==> src/rtl/ref_sram_pkg.sv <==
// rtl/ref_sram_pkg.sv - shared sizes and FSM state type for the reference-window buffer
package ref_sram_pkg;
    localparam int PIX_W  = 8;
    localparam int WIN    = 23;
    localparam int IN_PIX = 8;
    localparam int WPR    = (WIN + IN_PIX - 1) / IN_PIX;
    localparam int ROW_W  = WIN * PIX_W;
    localparam int IN_W   = IN_PIX * PIX_W;
    localparam int CNT_W  = 5;
    localparam int WORD_W = 2;

    localparam logic [CNT_W-1:0]  LAST_ROW  = CNT_W'(WIN - 1);
    localparam logic [CNT_W-1:0]  ROW_END   = CNT_W'(WIN);
    localparam logic [WORD_W-1:0] LAST_WORD = WORD_W'(WPR - 1);

    typedef enum logic [1:0] {
        LOAD   = 2'd0,
        STREAM = 2'd1,
        NEXT   = 2'd2
    } state_t;
endpackage

==> src/rtl/ref_sram_rowbuf.sv <==
// rtl/ref_sram_rowbuf.sv - WIN x ROW_W window storage, byte-lane word writes, one-row read port
module ref_sram_rowbuf
    import ref_sram_pkg::*;
(
    input  logic              clk,
    input  logic              wr_en,
    input  logic [CNT_W-1:0]  wr_row,
    input  logic [WORD_W-1:0] wr_word,
    input  logic [IN_W-1:0]   wr_data,
    input  logic [CNT_W-1:0]  rd_row,
    output logic [ROW_W-1:0]  rd_data
);
    logic [ROW_W-1:0] mem [WIN];

    // Column c lives in word c/IN_PIX, lane c%IN_PIX; lanes past the last column are dropped.
    always_ff @(posedge clk) begin
        for (int c = 0; c < WIN; c++) begin
            if (wr_en && wr_word == WORD_W'(c / IN_PIX)) begin
                mem[wr_row][c*PIX_W +: PIX_W] <= wr_data[(c % IN_PIX)*PIX_W +: PIX_W];
            end
        end
    end

    assign rd_data = mem[rd_row];
endmodule

==> src/rtl/ref_sram.sv <==
// rtl/ref_sram.sv - search-window loader/replayer for the ME array
// Optional REF_SRAM_OUT_REG_EN adds one register stage on ref_out/sram_ready/next_block.
module ref_sram
    import ref_sram_pkg::*;
(
    input  logic             clk,
    input  logic             rst,
    input  logic [IN_W-1:0]  ref_in,
    output logic             read_en,
    output logic [ROW_W-1:0] ref_out,
    output logic             sram_ready,
    output logic             next_block
);
    state_t            state_q, state_d;
    logic [WORD_W-1:0] w_q, w_d;
    logic [CNT_W-1:0]  r_q, r_d;
    logic [CNT_W-1:0]  rd_q, rd_d;
    logic              read_en_q, read_en_d;
    logic              rdy_q, rdy_d;
    logic              nb_q, nb_d;
    logic              out_load;
    logic              wr_en;
    logic [ROW_W-1:0]  row_data;
    logic [ROW_W-1:0]  ref_q;

    assign wr_en = read_en_q && !rst;

    ref_sram_rowbuf u_rowbuf (
        .clk     (clk),
        .wr_en   (wr_en),
        .wr_row  (r_q),
        .wr_word (w_q),
        .wr_data (ref_in),
        .rd_row  (rd_q),
        .rd_data (row_data)
    );

    always_comb begin
        state_d   = state_q;
        w_d       = w_q;
        r_d       = r_q;
        rd_d      = rd_q;
        read_en_d = read_en_q;
        rdy_d     = rdy_q;
        nb_d      = nb_q;
        out_load  = 1'b0;
        case (state_q)
            LOAD: begin
                if (!read_en_q) begin
                    read_en_d = 1'b1;
                end else if (w_q == LAST_WORD) begin
                    w_d = '0;
                    if (r_q == LAST_ROW) begin
                        r_d       = '0;
                        rd_d      = '0;
                        read_en_d = 1'b0;
                        state_d   = STREAM;
                    end else begin
                        r_d = r_q + 1'b1;
                    end
                end else begin
                    w_d = w_q + 1'b1;
                end
            end
            STREAM: begin
                if (rd_q != ROW_END) begin
                    out_load = 1'b1;
                    rdy_d    = 1'b1;
                    rd_d     = rd_q + 1'b1;
                end else begin
                    rdy_d   = 1'b0;
                    nb_d    = 1'b1;
                    state_d = NEXT;
                end
            end
            NEXT: begin
                nb_d      = 1'b0;
                read_en_d = 1'b1;
                w_d       = '0;
                r_d       = '0;
                rd_d      = '0;
                state_d   = LOAD;
            end
            default: state_d = LOAD;
        endcase
    end

    always_ff @(posedge clk) begin
        if (rst) begin
            state_q   <= LOAD;
            w_q       <= '0;
            r_q       <= '0;
            rd_q      <= '0;
            read_en_q <= 1'b0;
            rdy_q     <= 1'b0;
            nb_q      <= 1'b0;
            ref_q     <= '0;
        end else begin
            state_q   <= state_d;
            w_q       <= w_d;
            r_q       <= r_d;
            rd_q      <= rd_d;
            read_en_q <= read_en_d;
            rdy_q     <= rdy_d;
            nb_q      <= nb_d;
            if (out_load) begin
                ref_q <= row_data;
            end
        end
    end

    assign read_en = read_en_q;

`ifdef REF_SRAM_OUT_REG_EN
    logic [ROW_W-1:0] ref_q2;
    logic             rdy_q2;
    logic             nb_q2;

    always_ff @(posedge clk) begin
        if (rst) begin
            ref_q2 <= '0;
            rdy_q2 <= 1'b0;
            nb_q2  <= 1'b0;
        end else begin
            ref_q2 <= ref_q;
            rdy_q2 <= rdy_q;
            nb_q2  <= nb_q;
        end
    end

    assign ref_out    = ref_q2;
    assign sram_ready = rdy_q2;
    assign next_block = nb_q2;
`else
    assign ref_out    = ref_q;
    assign sram_ready = rdy_q;
    assign next_block = nb_q;
`endif
endmodule

==> config.mk <==
export PLATFORM = sky130hd
export DESIGN_NAME = ref_sram
export DESIGN_NICKNAME = d
export VERILOG_FILES = /design/src/rtl/ref_sram_pkg.sv /design/src/rtl/ref_sram_rowbuf.sv /design/src/rtl/ref_sram.sv
export SDC_FILE = /design/constraint.sdc
export NUM_CORES = 2
export LEC_CHECK = 0
export BUFFER_PORTS_ARGS = -buffer_cell sky130_fd_sc_hd__buf_2
export CAP_MARGIN = 10
export CORE_MARGIN = 3
export CORE_UTILIZATION = 28
export CTS_CLUSTER_SIZE = 20
export DETAILED_ROUTE_END_ITERATION = 16
export MAX_ROUTING_LAYER = met4
export RECOVER_POWER = 100
export SYNTH_ARGS = -nofsm -noshare
export SYNTH_HDL_FRONTEND = slang
export SYNTH_MEMORY_MAX_BITS = 65536
export SYNTH_SLANG_ARGS = --single-unit
==> constraint.sdc <==
create_clock -name clk -period 9 [get_ports clk]
set_clock_uncertainty 0.05 [all_clocks]
set_input_delay 0.9 -clock clk [delete_from_list [all_inputs] [get_ports clk]]
set_output_delay 0.9 -clock clk [all_outputs]
set_load 0.05 [all_outputs]
Word-level counts from Yosys, hierarchy flattened
Memories as Yosys holds them, arrays and structs flattened. A register that Yosys moved wholly into a read port is not among the register bits.
Index checks and enable logic that the tools add are counted.
{"block": "word_totals", "register_bits": 17, "ram_bits": 4232, "inputBits": 66, "word_cells": 68, "mem_count": 1}
{"block": "op_classes", "n_addsub": 3, "n_eq_ne": 11, "muxes": 31, "reduce_logical": 15}
{"name": "u_rowbuf.mem", "words": 23, "word_bits": 184, "rd": 1, "rd_clocked_by_memory_dff": 1, "wr": 1, "line_no": "ref_sram_rowbuf.sv:13", "rtl": "logic [ROW_W-1:0] mem [WIN];"}
{"cell": "two-way mux 5 bit", "count": 7}
{"cell": "case mux 5 bit (3 select lines)", "count": 1}
{"cell": "two-way mux 1 bit", "count": 12}
{"cell": "two-way mux 2 bit", "count": 6}
{"cell": "adder 5 x 1 -> 5 bit, second input constant", "count": 2}
{"cell": "inequality test 2 bit, second input constant", "count": 5}
{"cell": "case mux 5 bit (2 select lines)", "count": 1}
{"cell": "case mux 2 bit (2 select lines)", "count": 2}
{"cell": "equality test 5 bit, second input constant", "count": 1}
{"cell": "inequality test 5 bit, second input constant", "count": 1}
{"cell": "AND reduction 5 bit", "count": 1}
{"cell": "equality test 2 x 1 -> 1 bit, second input constant", "count": 2}
{"cell": "equality test 2 bit, second input constant", "count": 2}
{"cell": "logical AND 1 bit", "count": 4}
{"cell": "zero test 2 bit", "count": 2}
{"cell": "case mux 1 bit (2 select lines)", "count": 2}
{"cell": "AND reduction 2 bit", "count": 2}
{"cell": "AND reduction 4 bit", "count": 1}
{"cell": "nonzero test 2 bit", "count": 2}
{"cell": "AND reduction 3 bit", "count": 1}
{"cell": "nonzero test 3 bit", "count": 1}
{"cell": "adder 2 x 1 -> 2 bit, second input constant", "count": 1}
{"cell": "zero test 1 bit", "count": 1}

Logic depth before layout (Yosys ltp)
{"block": "depth", "ltp_word": 5, "ltp_mapped": 10, "mapped_depth_nobuf": 7}

Modules after synthesis
A second synthesis with hierarchy kept.
{"block": "unflattened", "hier_cells": 9102, "hier_area_um2": 169712.8}
{"module": "ref_sram_rowbuf", "n_inst": 1, "cells_per_inst": 8203, "area_each_um2": 162492.1}
{"module": "ref_sram", "n_inst": 1, "cells_per_inst": 899, "area_each_um2": 7220.7}

Worst setup path after synthesis
OpenSTA, ideal clock, no wires.
{"block": "synth_path", "path_kind": "input -> register", "startpoint": "in rst", "endpoint": "mem u_rowbuf.mem[22][0] in the netlist's numbering (enable)", "setup_time_ps": 487, "t_arrival_ps": 4389, "required_time_ps": 8463, "path_slack_ps": 4074, "stages": 5, "path_cell_list": "buf_6 -> or3_1 -> clkbuf_1 -> clkbuf_1 -> nor2_1"}
{"block": "synth_between", "elab_chain_len": 5}
{"element": "start, declared", "line_no": "ref_sram.sv:7", "rtl": "input logic rst,"}
{"element": "zero test 1 bit", "line_no": "ref_sram.sv:26", "rtl": "assign wr_en = read_en_q && !rst;"}
{"element": "logical AND 1 bit", "line_no": "ref_sram.sv:26"}
{"element": "logical AND 1 bit", "line_no": "ref_sram_rowbuf.sv:18", "rtl": "if (wr_en && wr_word == WORD_W'(c / IN_PIX)) begin"}
{"element": "two-way mux 1 bit", "line_no": "ref_sram_rowbuf.sv:18"}
{"element": "two-way mux 1 bit (implied by the code)", "line_no": "ref_sram_rowbuf.sv:19", "rtl": "mem[wr_row][c*PIX_W +: PIX_W] <= wr_data[(c % IN_PIX)*PIX_W +: PIX_W];"}
{"element": "end, declared", "line_no": "ref_sram_rowbuf.sv:13"}
No other way between the ends.

Final worst setup path
{"block": "layout_path", "startpoint": "reg rd_q[4]", "endpoint": "reg ref_q[130], in the netlist ref_out[130], read port of u_rowbuf.mem"}
{"block": "layout_between", "elab_chain_len": 3}
{"element": "start, declared", "line_no": "ref_sram.sv:17", "rtl": "logic [CNT_W-1:0] rd_q, rd_d;"}
{"element": "start signal, assigned", "line_no": "ref_sram.sv:102", "rtl": "rd_q <= rd_d;"}
{"element": "inequality test 5 bit", "line_no": "ref_sram.sv:66", "rtl": "if (rd_q != ROW_END) begin"}
{"element": "two-way mux 1 bit", "line_no": "ref_sram.sv:66"}
{"element": "two-way mux 1 bit", "line_no": "ref_sram.sv:47", "rtl": "case (state_q)"}
{"element": "end, declared", "line_no": "ref_sram.sv:24", "rtl": "logic [ROW_W-1:0] ref_q;"}
Several ways; a longest one is shown, not always the timed one.
A chain may end at the register's enable or synchronous reset.

==> flow_summary.ini <==
[finish]
final_cell_mix = edfxtp_1, mux4_2, clkbuf_1, clkbuf_16, mux2i_1
instances_no_fill = 17000
area_delta_synth_final_pct = 14.9
fillers = 56300
drive_above_1_share = 0.199
fin_nets = 8658
final_common_cell = edfxtp_1

[worst_setup_path]
path_max_fanout = 29
arrival_ns = 8.00
slowest_stage = clkbuf_1
crit_top_cell = clkbuf_1
crit_buf_inv = 2
crit_path_start_kind = flop
crit_path_max_incr_delay_ns = 2.15
required_ns = 9.89
path_cells = clkbuf_1, or3_1, clkbuf_1, o22ai_1, a2111oi_0, a21o_1
path_class = reg -> reg
worstSetupEndpointType = flop
cpLargestDelayFamily = buffers and inverters

[routing]
routed_via_density = 5.14
wl_um = 531000
drtAntennaViolNets = 0
drc_errors = 0
wl_per_cell_um = 31.3
vias = 87300
dr.pass1.iters = 5
drt-initial-drc-count = 12300

[floorplan]
die_x_um = 780
io_pins = 253
rows = 283
dieArea_um2 = 608000
coreArea_um2 = 595000
start_util = 0.282
die_y_um = 780

[timing]
setup_violations = 0
fmax_ghz = 0.141
setup_tns_ns = 0
rsz0062_at_grt = no
slew_viol_final = 7703
finalCriticalPeriod_ns = 7.11
worstMarginPinSlew_ns = 5.56
hold_violations = 0
whs_ns = 0.358
period_share = 0.791
setup_slack_ns = 1.89
slew_headroom = -2.71

[synth]
synth_area_leaders = edfxtp_1, mux4_2, mux2i_1
yosys_warnings = 0
yosys.area.top_type_share = 0.758
synth_area_leader_cell = edfxtp_1
syn-mean-instance-area_um2 = 20.7
syn-num-nets = 8163
ys_async_sr_fraction = 0
synth-seq-cells = 4433
synth_area_um2 = 168000
ys_seq_area_frac = 0.782
syn-instance-count = 8092
ys_types = 65
synth_flop_cell = edfxtp_1
synth_edf_count = 4232

[clock_network]
path_clk_slew_ns = 0.06
root_buffer = clkbuf_16
cts_sinks = 4433
htree_levels = 5
cts_setup_buffers = 0
clk_latency_ns = 1.02
cts_buffers = 442
cts_resized = 0
cts_hold_buf = 0
cts_buffer_depth = 4
cts_tree = yes

[global_route]
grt_pass1_vias = 84300
grt_pass1_wl_um = 723000
grt_max_degree = 137
antenna_found_initial = 70
grt.overflow.total = 0
grt.total_usage = 0.173

[place]
dp_slack_ns = 4.52
place_inst = 16100
gp_congestion = 0.816
dpl.hpwl_um = 303000
numPortBuffers = 252

[outcome]
violations = max-capacitance violations, max-slew violations
outcome = complete, but fails checks

[run]
maxCapViolations = 184

[pwr]
power.density_nw_per_um2 = 216
p_leak_nw = 56.4
peakVddDrop_uv = 167

[hold_path]
hold_path_class = in -> reg
==> power by group <==
part	leakage (nW)	internal, mW	switching [mW]	total, mW
combinational	9.55	0.0487	0.452	0.500
clock	7.17	10.6	7.81	18.4
sequential	39.7	22.7	0.00689	22.7
total	56.4	33.3	8.27	41.6
==> final cells by class <==
class                           count  area, um^2  share of cell area
Sequential cell                  4433      131000               0.680
Timing Repair Buffer              521        2660              0.0138
Tap cell                         7980        9980              0.0518
Clock buffer                      629       12600              0.0653
Clock inverter                    204        2000              0.0104
Inverter                           13        56.3            0.000292
Antenna cell                       38        95.1            0.000494
Multi-Input combinational cell   3176       34200               0.177
==> worst paths after layout <==
kind | slack [ns] | start | depth (start not counted) | endpoint
worst max register to register | 1.89 | rd_q[4]$_SDFFE_PP0P_ | 6 | ref_out[130]$_SDFFE_PP0P_
worst min register to register | 0.40 | ref_out[96]$_SDFFE_PP0P_ | 2 | ref_out[96]$_SDFFE_PP0P_
worst max-delay path | 1.89 | rd_q[4]$_SDFFE_PP0P_ | 6 | ref_out[130]$_SDFFE_PP0P_
worst min-delay path | 0.36 | ref_in[31] | 1 | u_rowbuf.mem[9][95]$_DFFE_PP_
==> flip-flops by register name (all words and copies together), names as in the netlist <==
| signal | flops |
|---|---|
| read_en | 1 |
| u_rowbuf.mem | 4232 |
| ref_out | 184 |
| rd_q | 5 |
| w_q | 2 |
| next_block | 1 |
| r_q | 5 |
| state_q | 2 |
| sram_ready | 1 |
==> synth_stat cells, drive strengths merged, types with 5 or more instances <==
cell / number
mux4: 770
nor2: 309
a2111oi: 10
and3: 19
a211oi: 71
inv: 12
a311oi: 37
nand2b: 11
or2: 5
o41ai: 38
mux2: 133
a22oi: 157
a22o: 62
clkbuf: 175
or3: 6
a221oi: 34
a21o: 20
o211ai: 54
a21oi: 167
ha: 5
nor2b: 56
o221ai: 13
nor3: 23
o22ai: 121
o21bai: 19
a31oi: 20
buf: 295
a211o: 20
edfxtp: 4232
nand3: 17
nor4: 29
o21ai: 151
dfxtp: 201
or4: 8
mux2i: 445
nand2: 314
==> per-layer routing <==
metal / global-route usage / up-vias / share of wire
li1: - / 34600 / -
met5: - / - / 0
met2: 0.261 / 4801 / 0.45
met3: 0.0439 / 742 / 0.11
met4: 0.0418 / 0 / 0.030
met1: 0.235 / 47200 / 0.40
==> logic make-up (layout without fill, tap and decap cells) <==
kind of cell | Yosys count | after routing | share of synthesized area
multiplexers | 1348 | 1348 | 0.139
XOR/XNOR | 4 | 4 | 0.000209
flip-flops | 4433 | 4433 | 0.782
AO/OA/AOI/OAI | 1006 | 1006 | 0.0416
other | 0 | 38 | 0
buffers and inverters | 483 | 1367 | 0.0159
AND/OR/NAND/NOR | 813 | 813 | 0.0210
adder cells (fa/ha/maj) | 5 | 5 | 0.000373
==> through the flow <==
step / instance area, um^2 / power [mW] / util
6_report: 193000 / 41.6 / 0.324
3_3_place_gp: 179000 / 23.6 / 0.301
5_1_grt: 193000 / 42.7 / 0.324
3_5_place_dp: 179000 / 23.6 / 0.301
2_1_floorplan: 168000 / 23.1 / -
4_1_cts: 194000 / 41.8 / 0.326
==> worst register-to-register path: cells and delay by family (launching register included) <==
family	cells	cell delay, ns
simple gates	1	0.29
flops	1	1.77
buf+inv	2	3.67
compound gates	3	1.30
(Power assumes the default switching activity.)
